===== src/rtl/clock_display.sv =====
`default_nettype none
// ============================================================================
// Module      : clock_display
// Description : HH:MM multiplexed seven-segment driver. Takes a frame-coherent
//               snapshot of binary minute/hour and converts it to BCD with a
//               sequential subtract-by-10 engine. Then it scans the four digits
//               at a programmable rate.
// Revision    : 1.0 - initial release
// ============================================================================
module clock_display #(
    parameter int SCAN_DIV   = 1000,
    parameter bit ACTIVE_LOW = 1'b1
) (
    input  logic       clk,
    input  logic       rst,
    input  logic [5:0] minute,
    input  logic [4:0] hour,
    output logic [6:0] seg,
    output logic [3:0] an,
    output logic       dp,
    output logic [1:0] range_err
);

    localparam int               c_div_w    = (SCAN_DIV > 1) ? $clog2(SCAN_DIV) : 1;
    localparam logic [c_div_w-1:0] c_div_last = c_div_w'(SCAN_DIV - 1);
    localparam logic [3:0]       c_dash     = 4'hA;
    localparam logic [6:0]       c_seg_inv  = {7{ACTIVE_LOW}};
    localparam logic [3:0]       c_an_inv   = {4{ACTIVE_LOW}};

    typedef enum logic [1:0] {
        S_IDLE   = 2'd0,
        S_CONV   = 2'd1,
        S_COMMIT = 2'd2
    } state_t;

    state_t              r_state;
    logic [c_div_w-1:0]  r_div;
    logic [1:0]          r_dig;
    logic                r_pend;
    logic [5:0]          r_rem_m;
    logic [4:0]          r_rem_h;
    logic [2:0]          r_tens_m;
    logic [1:0]          r_tens_h;
    logic                r_oor_m;
    logic                r_oor_h;
    logic [3:0][3:0]     r_digits;

    logic w_div_tc;
    logic w_wrap;
    logic w_req;
    logic w_m_busy;
    logic w_h_busy;

    assign w_div_tc = (r_div == c_div_last);
    assign w_wrap   = w_div_tc && (r_dig == 2'd3);
    assign w_req    = r_pend || w_wrap;
    // A field keeps subtracting only while it is in range and still >= 10
    assign w_m_busy = !r_oor_m && (r_rem_m >= 6'd10);
    assign w_h_busy = !r_oor_h && (r_rem_h >= 5'd10);

    // Active-high segment pattern {g,f,e,d,c,b,a}; any non-decimal code is a dash
    function automatic logic [6:0] f_pattern(input logic [3:0] code);
        logic [6:0] pat;
        case (code)
            4'd0:    pat = 7'h3F;
            4'd1:    pat = 7'h06;
            4'd2:    pat = 7'h5B;
            4'd3:    pat = 7'h4F;
            4'd4:    pat = 7'h66;
            4'd5:    pat = 7'h6D;
            4'd6:    pat = 7'h7D;
            4'd7:    pat = 7'h07;
            4'd8:    pat = 7'h7F;
            4'd9:    pat = 7'h6F;
            default: pat = 7'h40;
        endcase
        return pat;
    endfunction

    // Scan divider and digit index; the digit advances on the divider terminal count
    always_ff @(posedge clk) begin
        if (rst) begin
            r_div <= '0;
            r_dig <= 2'd0;
        end else if (w_div_tc) begin
            r_div <= '0;
            r_dig <= r_dig + 2'd1;
        end else begin
            r_div <= r_div + c_div_w'(1);
        end
    end

    // Snapshot / binary-to-BCD converter; requests that arrive while busy stay pending
    always_ff @(posedge clk) begin
        if (rst) begin
            r_state   <= S_IDLE;
            r_pend    <= 1'b1;
            r_rem_m   <= 6'd0;
            r_rem_h   <= 5'd0;
            r_tens_m  <= 3'd0;
            r_tens_h  <= 2'd0;
            r_oor_m   <= 1'b0;
            r_oor_h   <= 1'b0;
            r_digits  <= '0;
            range_err <= 2'b00;
        end else begin
            case (r_state)
                S_IDLE: begin
                    if (w_req) begin
                        r_rem_m  <= minute;
                        r_rem_h  <= hour;
                        r_tens_m <= 3'd0;
                        r_tens_h <= 2'd0;
                        r_oor_m  <= (minute > 6'd59);
                        r_oor_h  <= (hour > 5'd23);
                        r_pend   <= 1'b0;
                        r_state  <= S_CONV;
                    end
                end
                S_CONV: begin
                    if (w_wrap) begin
                        r_pend <= 1'b1;
                    end
                    if (!w_m_busy && !w_h_busy) begin
                        r_state <= S_COMMIT;
                    end
                    if (w_m_busy) begin
                        r_rem_m  <= r_rem_m - 6'd10;
                        r_tens_m <= r_tens_m + 3'd1;
                    end
                    if (w_h_busy) begin
                        r_rem_h  <= r_rem_h - 5'd10;
                        r_tens_h <= r_tens_h + 2'd1;
                    end
                end
                S_COMMIT: begin
                    if (w_wrap) begin
                        r_pend <= 1'b1;
                    end
                    r_digits[0] <= r_oor_m ? c_dash : r_rem_m[3:0];
                    r_digits[1] <= r_oor_m ? c_dash : {1'b0, r_tens_m};
                    r_digits[2] <= r_oor_h ? c_dash : r_rem_h[3:0];
                    r_digits[3] <= r_oor_h ? c_dash : {2'b00, r_tens_h};
                    range_err   <= {r_oor_h, r_oor_m};
                    r_state     <= S_IDLE;
                end
                default: begin
                    r_state <= S_IDLE;
                end
            endcase
        end
    end

    // Registered pin drivers: segment pattern, one-hot anode and colon for digit dig
    always_ff @(posedge clk) begin
        if (rst) begin
            seg <= c_seg_inv;
            an  <= c_an_inv;
            dp  <= ACTIVE_LOW;
        end else begin
            seg <= f_pattern(r_digits[r_dig]) ^ c_seg_inv;
            an  <= (4'b0001 << r_dig) ^ c_an_inv;
            dp  <= (r_dig == 2'd2) ^ ACTIVE_LOW;
        end
    end

endmodule
`default_nettype wire


===== config.mk =====
export PLATFORM = sky130hd
export DESIGN_NAME = clock_display
export DESIGN_NICKNAME = d
export VERILOG_FILES = /design/src/rtl/clock_display.sv
export SDC_FILE = /design/constraint.sdc
export NUM_CORES = 1
export LEC_CHECK = 0
export ABC_AREA = 1
export CORE_AREA = 2 2 68 118
export CTS_CLUSTER_DIAMETER = 60
export CTS_CLUSTER_SIZE = 30
export DETAILED_ROUTE_END_ITERATION = 16
export DIE_AREA = 0 0 70 120
export PLACE_DENSITY = 0.7
export SYNTH_ARGS = -nofsm -noshare
export SYNTH_HDL_FRONTEND = slang
export SYNTH_SLANG_ARGS = --single-unit

===== constraint.sdc =====
create_clock -name clk -period 1.9 [get_ports clk]
set_input_delay 0.475 -clock clk [delete_from_list [all_inputs] [get_ports clk]]
set_output_delay 0.475 -clock clk [all_outputs]
set_load 0.005 [all_outputs]

==> metrics, run 1 <==
CTS max path bufs 2; RSZ-0062 raised after global routing no; vias in the first global route roughly 2,500; drt wl/cell 11.8 um; Slew Viols, Final 0; Crit path max-delay family compound AO/OA/AOI/OAI gates; Leakage between 1.5 and 2 nW; slowest stage delay, CP 0.43 ns; Primary FF master, synth dfxtp_1; Highest Clock Rate 0.584 GHz; row cnt 42; Root Driver clkbuf_16; CTS tree done; most frequent cells in the layout nand2_1 (96), dfxtp_1 (58), nor2_1 (44); DRC viols 0; DIE HEIGHT between 100 and 150 um; TritonCTS Sinks 59; Synth cell types 43; Yosys top cell area share 40.9%; register area 0.00118 mm^2; crit path launch r_dig[1]$_SDFFE_PP0P_; share of cells above drive strength 1 11.5%; via count between 2,000 and 3,000; r2r worst-path depth 8; Reg-to-Reg Start r_dig[1]$_SDFFE_PP0P_; antenna cells 0; drt first pass iters 4; CP Max Fanout 6; full die area 0.00840 mm^2; largest net degree at the start of global routing 16; initial antenna violation count 0; cts repair resizes 0; Syn Std Cell Area 0.00289 mm^2; internal reg-to-reg setup slack 0.19 ns; critical path endpoint category flip-flop; Iter 0 DRT Violations 121; Chip Width roughly 70 um; leading area contributor after synthesis dfxtp_1; most used cell, CP inv_1; Relative slew margins 70.7%; Ports 27; multi-input logic area 0.00146 mm^2; total global routing overflow 0; pwr dens 1470 mW/mm^2; Setup Skew 0.00432 ns; Yosys warning total 0; most common cell after layout, fill and taps aside nand2_1; post-synthesis async set-or-reset flop share 0%; worst hold start r_div[9]$_SDFF_PP0_; register area share after synthesis 40.9%; WP data arrival 1.92 ns; number of synthesized register bits 59; worst path bufs/invs 3; CTS clk-pin slew, worst paths ~0.050 ns; CP Class reg2reg; CP Launch Type flip-flop; Placed Instance Area 0.00325 mm^2; Vias per Instance around 4.9; core region area 0.00746 mm^2; required time worst endpoint 2.10 ns; post-DP HPWL about 4500 um; WHS Path Cells 2; area grow syn2layout 22.5%; Hold Path Class reg2reg; Setup TNS 0 ns; VDD IR-drop max approximately 0.00064 V; Nets about 460; Final ANT Viol Nets 0; power consumption 5.20 mW; Total Routing Usage GR 15.9%; worst path cell trace inv_1 > a32oi_2 > inv_1 > ha_1 > o21ai_0 > inv_1 > o21ai_0 > nand2_1; Hold-fix buffers, CTS 0; syn nets 423; min Tclk post-route 1.71 ns; slowest CP cell dfxtp_1; most area-consuming cells after synthesis dfxtp_1 (41%), nand2_1 (12%), ha_1 (6.9%); final instance area 0.00354 mm^2; # fillers approximately 750; Setup violations, final 0; Clk Latency, worst-skew pair between 0.3 and 0.4 ns; I/O Buffers 26; Worst R2R End seg[0]$_SDFF_PP1_; number of failing hold endpoints at the final stage 0; Max Cap Violations 0; Syn Inst Count roughly 400; GP Congestion 0.792; Hold Path Sink r_div[9]$_SDFF_PP0_; synthesized area per cell 7.33 um^2; Worst-Margin Slew 0.437 ns; Setup Buffers After CTS 0; first-pass GRT wire length 10,700 um; status completed; CTS Buf Count 9; drt total wl a little over 6000 um; Initial Utilization approximately two fifths; htree depth 3; number of flops mapped to enable cells by yosys 0; period utilization 90.1%
[stage by stage]
step	hold slack (ns)	util (%)	setup slack [ns]	cells
2_1_floorplan	0.430	-	0.252	394
3_3_place_gp	0.446	43.5	0.176	505
3_5_place_dp	0.454	43.5	0.0551	505
4_1_cts	0.463	47.3	0.0327	521
5_1_grt	0.483	47.4	0.0109	521
6_report	0.463	47.4	0.189	521
[state kept, by name, summed over array words and instances, names as in the netlist, 2 cells and up]
| signal | flops |
|---|---|
| an | 3 |
| r_dig | 2 |
| r_digits | 14 |
| r_div | 10 |
| r_rem_h | 5 |
| r_rem_m | 6 |
| r_state | 2 |
| r_tens_h | 2 |
| r_tens_m | 3 |
| seg | 7 |
[power by group]
part | total (mW) | switching (mW) | internal (mW)
clock network | 1.48 | 0.538 | 0.941
registers | 1.74 | 0.199 | 1.54
logic | 1.98 | 1.20 | 0.784
total | 5.20 | 1.94 | 3.27
[area by class of cell]
class                      instances  area share (%)
clock buffer                      11            7.15
clock inverter                     5           0.778
inverter                          45            4.78
multi-input combinational        277            41.3
sequential                        59            33.4
tap                               88            3.11
timing repair buffer              36            9.48
[worst min-delay path, cell delays in order, from the launching register on]
cell and delay (ns):
dfxtp_1 0.30, nand2_1 0.06, a21oi_1 0.05
[cells in the mapped netlist (all sizes together) (4+ instances only)]
cell type and number:
a21oi 35, buf 9, clkbuf 4, dfxtp 59, ha 16, inv 44, nand2 100, nand3 21
nand4 4, nor2 47, nor3 4, o21ai 29, or2 4
[worst max path at each step]
stage | to | slack [ns] | depth (start not counted)
after floorplan | seg[0]$_SDFF_PP1_ | 0.25 | 9
after CTS | seg[0]$_SDFF_PP1_ | 0.03 | 8
final | seg[0]$_SDFF_PP1_ | 0.19 | 8
after detailed placement | seg[0]$_SDFF_PP1_ | 0.06 | 8
after global routing | r_tens_m[2]$_SDFFE_PP0P_ | 0.01 | 9
after global placement | seg[0]$_SDFF_PP1_ | 0.18 | 8
[kinds of logic (layout without fill, tap and decap cells)]
| logic type | count (synthesis) | in the layout | share of synthesized area, % |
|---|---|---|---|
| DFF | 59 | 59 | 40.9 |
| AOI/OAI and AO/OA | 72 | 72 | 14.2 |
| xor gates and xnor gates | 2 | 2 | 0.607 |
| and+or+nand+nor | 186 | 186 | 28.3 |
| muxes | 1 | 1 | 0.347 |
| buffers and inverters | 58 | 97 | 8.76 |
| adders and majority gates | 16 | 16 | 6.94 |
[routing by layer]
layer,track usage (%),up-vias,wire [um]
li1,-,1337,-
met1,15.7,1162,2390
met2,30.1,40,3440
met3,3.69,9,180
met4,7.93,0,133
met5,0,-,0
Power figures use the tool's default switching activity.
==> run 2, diff against run 1 <==
--- a/config.mk
+++ b/config.mk
@@ -6,11 +6,13 @@
 export NUM_CORES = 1
 export LEC_CHECK = 0
 export ABC_AREA = 1
+export CAP_MARGIN = 20
 export CORE_AREA = 2 2 68 118
 export CTS_CLUSTER_DIAMETER = 60
 export CTS_CLUSTER_SIZE = 30
 export DETAILED_ROUTE_END_ITERATION = 16
 export DIE_AREA = 0 0 70 120
+export GPL_TIMING_DRIVEN = 0
 export PLACE_DENSITY = 0.7
 export SYNTH_ARGS = -nofsm -noshare
 export SYNTH_HDL_FRONTEND = slang
==> run 2 against run 1 <==
Compared with the run above: power grew 2.1%; critical path depth decreased by 6; non-clock buffer count up 5; design area is 1.3% higher; critical endpoint is now range_err[0]; sequential cell count is the same; register-to-register slack worse by 0.04 ns; cell count rose by 0.96%; largest power group unchanged; via count up 0.86%; critical path type is now reg2out; sequential share of layout area shrank 0.48 points; sequential power about the same.
==> metrics, run 2 (synthesis results as in run 1) <==
status completed; Final Util 48.0% (+0.64 points); CTS max path bufs 2 (unchanged); I/O Buffers 26 (unchanged); TritonCTS Sinks 59 (unchanged); Worst-Margin Slew 0.513 ns (+0.0754 ns); most common cell after layout, fill and taps aside nand2_1; most frequent cells in the layout nand2_1 (96), dfxtp_1 (59), nor2_1 (44); pwr dens 1480 mW/mm^2 (+0.78%); core region area 0.00746 mm^2 (unchanged); min Tclk post-route 1.77 ns (+0.0635 ns); Ports 27 (unchanged); Relative slew margins 65.5% (-5.3 points); antenna cells 0 (unchanged); GR Util met2 30.8% (+0.71 points); pre-CTS setup slack -0.177 ns (-0.232 ns); Slew Viols, Final 0 (unchanged); row cnt 42 (unchanged); htree depth 3 (unchanged); Clk network pwr share 28.8% (+0.4 points); initial antenna violation count 0 (unchanged); RSZ-0062 raised after global routing no; Psw 1.94 mW (+0.10%); Pint 3.38 mW (+3.3%); Global Route met3 Usage 4.87% (+1.2 points); Logic pwr share 38.5% (+0.4 points); share of power burned in registers 32.7% (-0.8 points); full die area 0.00840 mm^2 (unchanged); top flop regs r_digits: 14 flops, r_div: 10 flops, seg: 7 flops; CTS clk-pin slew, worst paths 0.05 ns (about the same); drt first pass iters 4 (unchanged); drt wl/cell 11.9 um (+0.80%); post-DP HPWL 4730 um (+4.1%); Hold-fix buffers, CTS 0 (unchanged); vias in the first global route 2,462 (-0.69%); Setup violations, final 0 (unchanged); CP Launch Type flip-flop; GP Congestion 0.866 (+9.3%); period utilization 93.4% (+3.3 points); Highest Clock Rate 0.563 GHz (-3.6%); via count 2,570 (+0.86%); largest net degree at the start of global routing 11 (-5); DRC viols 0 (unchanged); Setup Skew 0.00585 ns (+0.00153 ns); worst setup margin 0.125 ns (-0.0635 ns); area grow syn2layout 24.2%; Clk Latency, worst-skew pair 0.33 ns (about the same); drt total wl 6260 um (+1.8%); required time worst endpoint 1.42 ns (-0.68 ns); CP Max Fanout 3 (-3); Chip Width 70 um (unchanged); CTS Buf Count 9 (unchanged); internal reg-to-reg setup slack 0.15 ns (-0.04 ns); Leakage 1.55 nW (+1.3%); DIE HEIGHT 120 um (unchanged); Largest Register r_digits; Total Routing Usage GR 16.5% (+0.58 points); critical path endpoint category output pin; Initial Utilization 38.7% (unchanged); # fillers 754 (+0.40%); Max Cap Violations 0 (unchanged); Top Usage Layer GRT met2; DP Cell Count 508 (+0.59%); CP Class reg2out; total global routing overflow 0 (unchanged); Vias per Instance 4.89 (about the same); number of failing hold endpoints at the final stage 0 (unchanged); first-pass GRT wire length 10,800 um (+1.6%); post-route insts no fill 526 (+0.96%); CTS tree done; share of cells above drive strength 1 11.2% (-0.36 points); Root Driver clkbuf_16; WP data arrival 1.30 ns (-0.62 ns); Nets 462 (+1.1%); Iter 0 DRT Violations 115 (-5.0%); Sw Share 36.5% (-0.74 points); met1 usage 15.9% (+0.23 points); Final ANT Viol Nets 0 (unchanged); max FFs per register 14 (unchanged); Hold Path Class reg2reg; VDD IR-drop max 0.000782 V (+23%)
-- run 2: path summary, 6_finish.rpt --
kind                                   from                   endpoint  depth (start not counted)
setup / recovery  range_err[0]$_SDFFE_PP0N_               range_err[0]                          2
hold / removal     r_tens_h[1]$_SDFFE_PP0P_  r_digits[13]$_SDFFE_PP0N_                          2
setup reg to reg      r_dig[0]$_SDFFE_PP0P_          seg[3]$_SDFF_PP1_                          9
hold reg to reg    r_tens_h[1]$_SDFFE_PP0P_  r_digits[13]$_SDFFE_PP0N_                          2
-- run 2: final cells by class --
type / count / area [um^2] / area share (%)
multi-input cells: 277 / 1470 / 41.0
repair buffers: 28 / 275 / 7.68
clock inverters: 1 / 5.00 / 0.140
inverters: 45 / 169 / 4.71
clock buffers: 15 / 288 / 8.03
flip-flops and latches: 59 / 1180 / 32.9
plain buffers: 13 / 85.1 / 2.37
well taps: 88 / 110 / 3.07
-- run 2: metal layers --
metal  routed length, um  up-vias
met1                2460     1159
met4                 159        0
met2                3410       46
met3                 229       14
met5                   0        -
li1                    -     1351
-- run 2: power groups by stage --
stage | Clock, mW | Sequential [mW] | Combinational, mW
after floorplan | 0 | 1.71 | 1.51
after global placement | 0 | 1.75 | 1.94
after detailed placement | 0 | 1.76 | 1.99
after CTS | 1.58 | 1.73 | 2.02
after global routing | 1.64 | 1.77 | 2.34
final | 1.53 | 1.74 | 2.04
-- run 2: per-stage QoR --
step	TNS [ns]	total power, mW	hold slack (ns)	area (um^2)
floorplan	0	3.22	0.430	2890
global placement	-1.44	3.69	0.443	3260
detailed placement	-1.59	3.75	0.456	3260
CTS	0	5.33	0.463	3560
global route	0	5.75	0.489	3580
finish	0	5.31	0.461	3580
-- run 2: repair_timing --
action | CTS | global route
buffers inserted | 0 | 2
endpoints found under the setup margin | 2 | 6
gates resized for setup | 1 | 4
pin swaps | 0 | 1
-- run 2: worst max-delay path: stages (launching register included) --
cell,delay [ns]
dfxtp_1,0.37
buf_4,0.12
clkdlybuf4s50_1,0.48
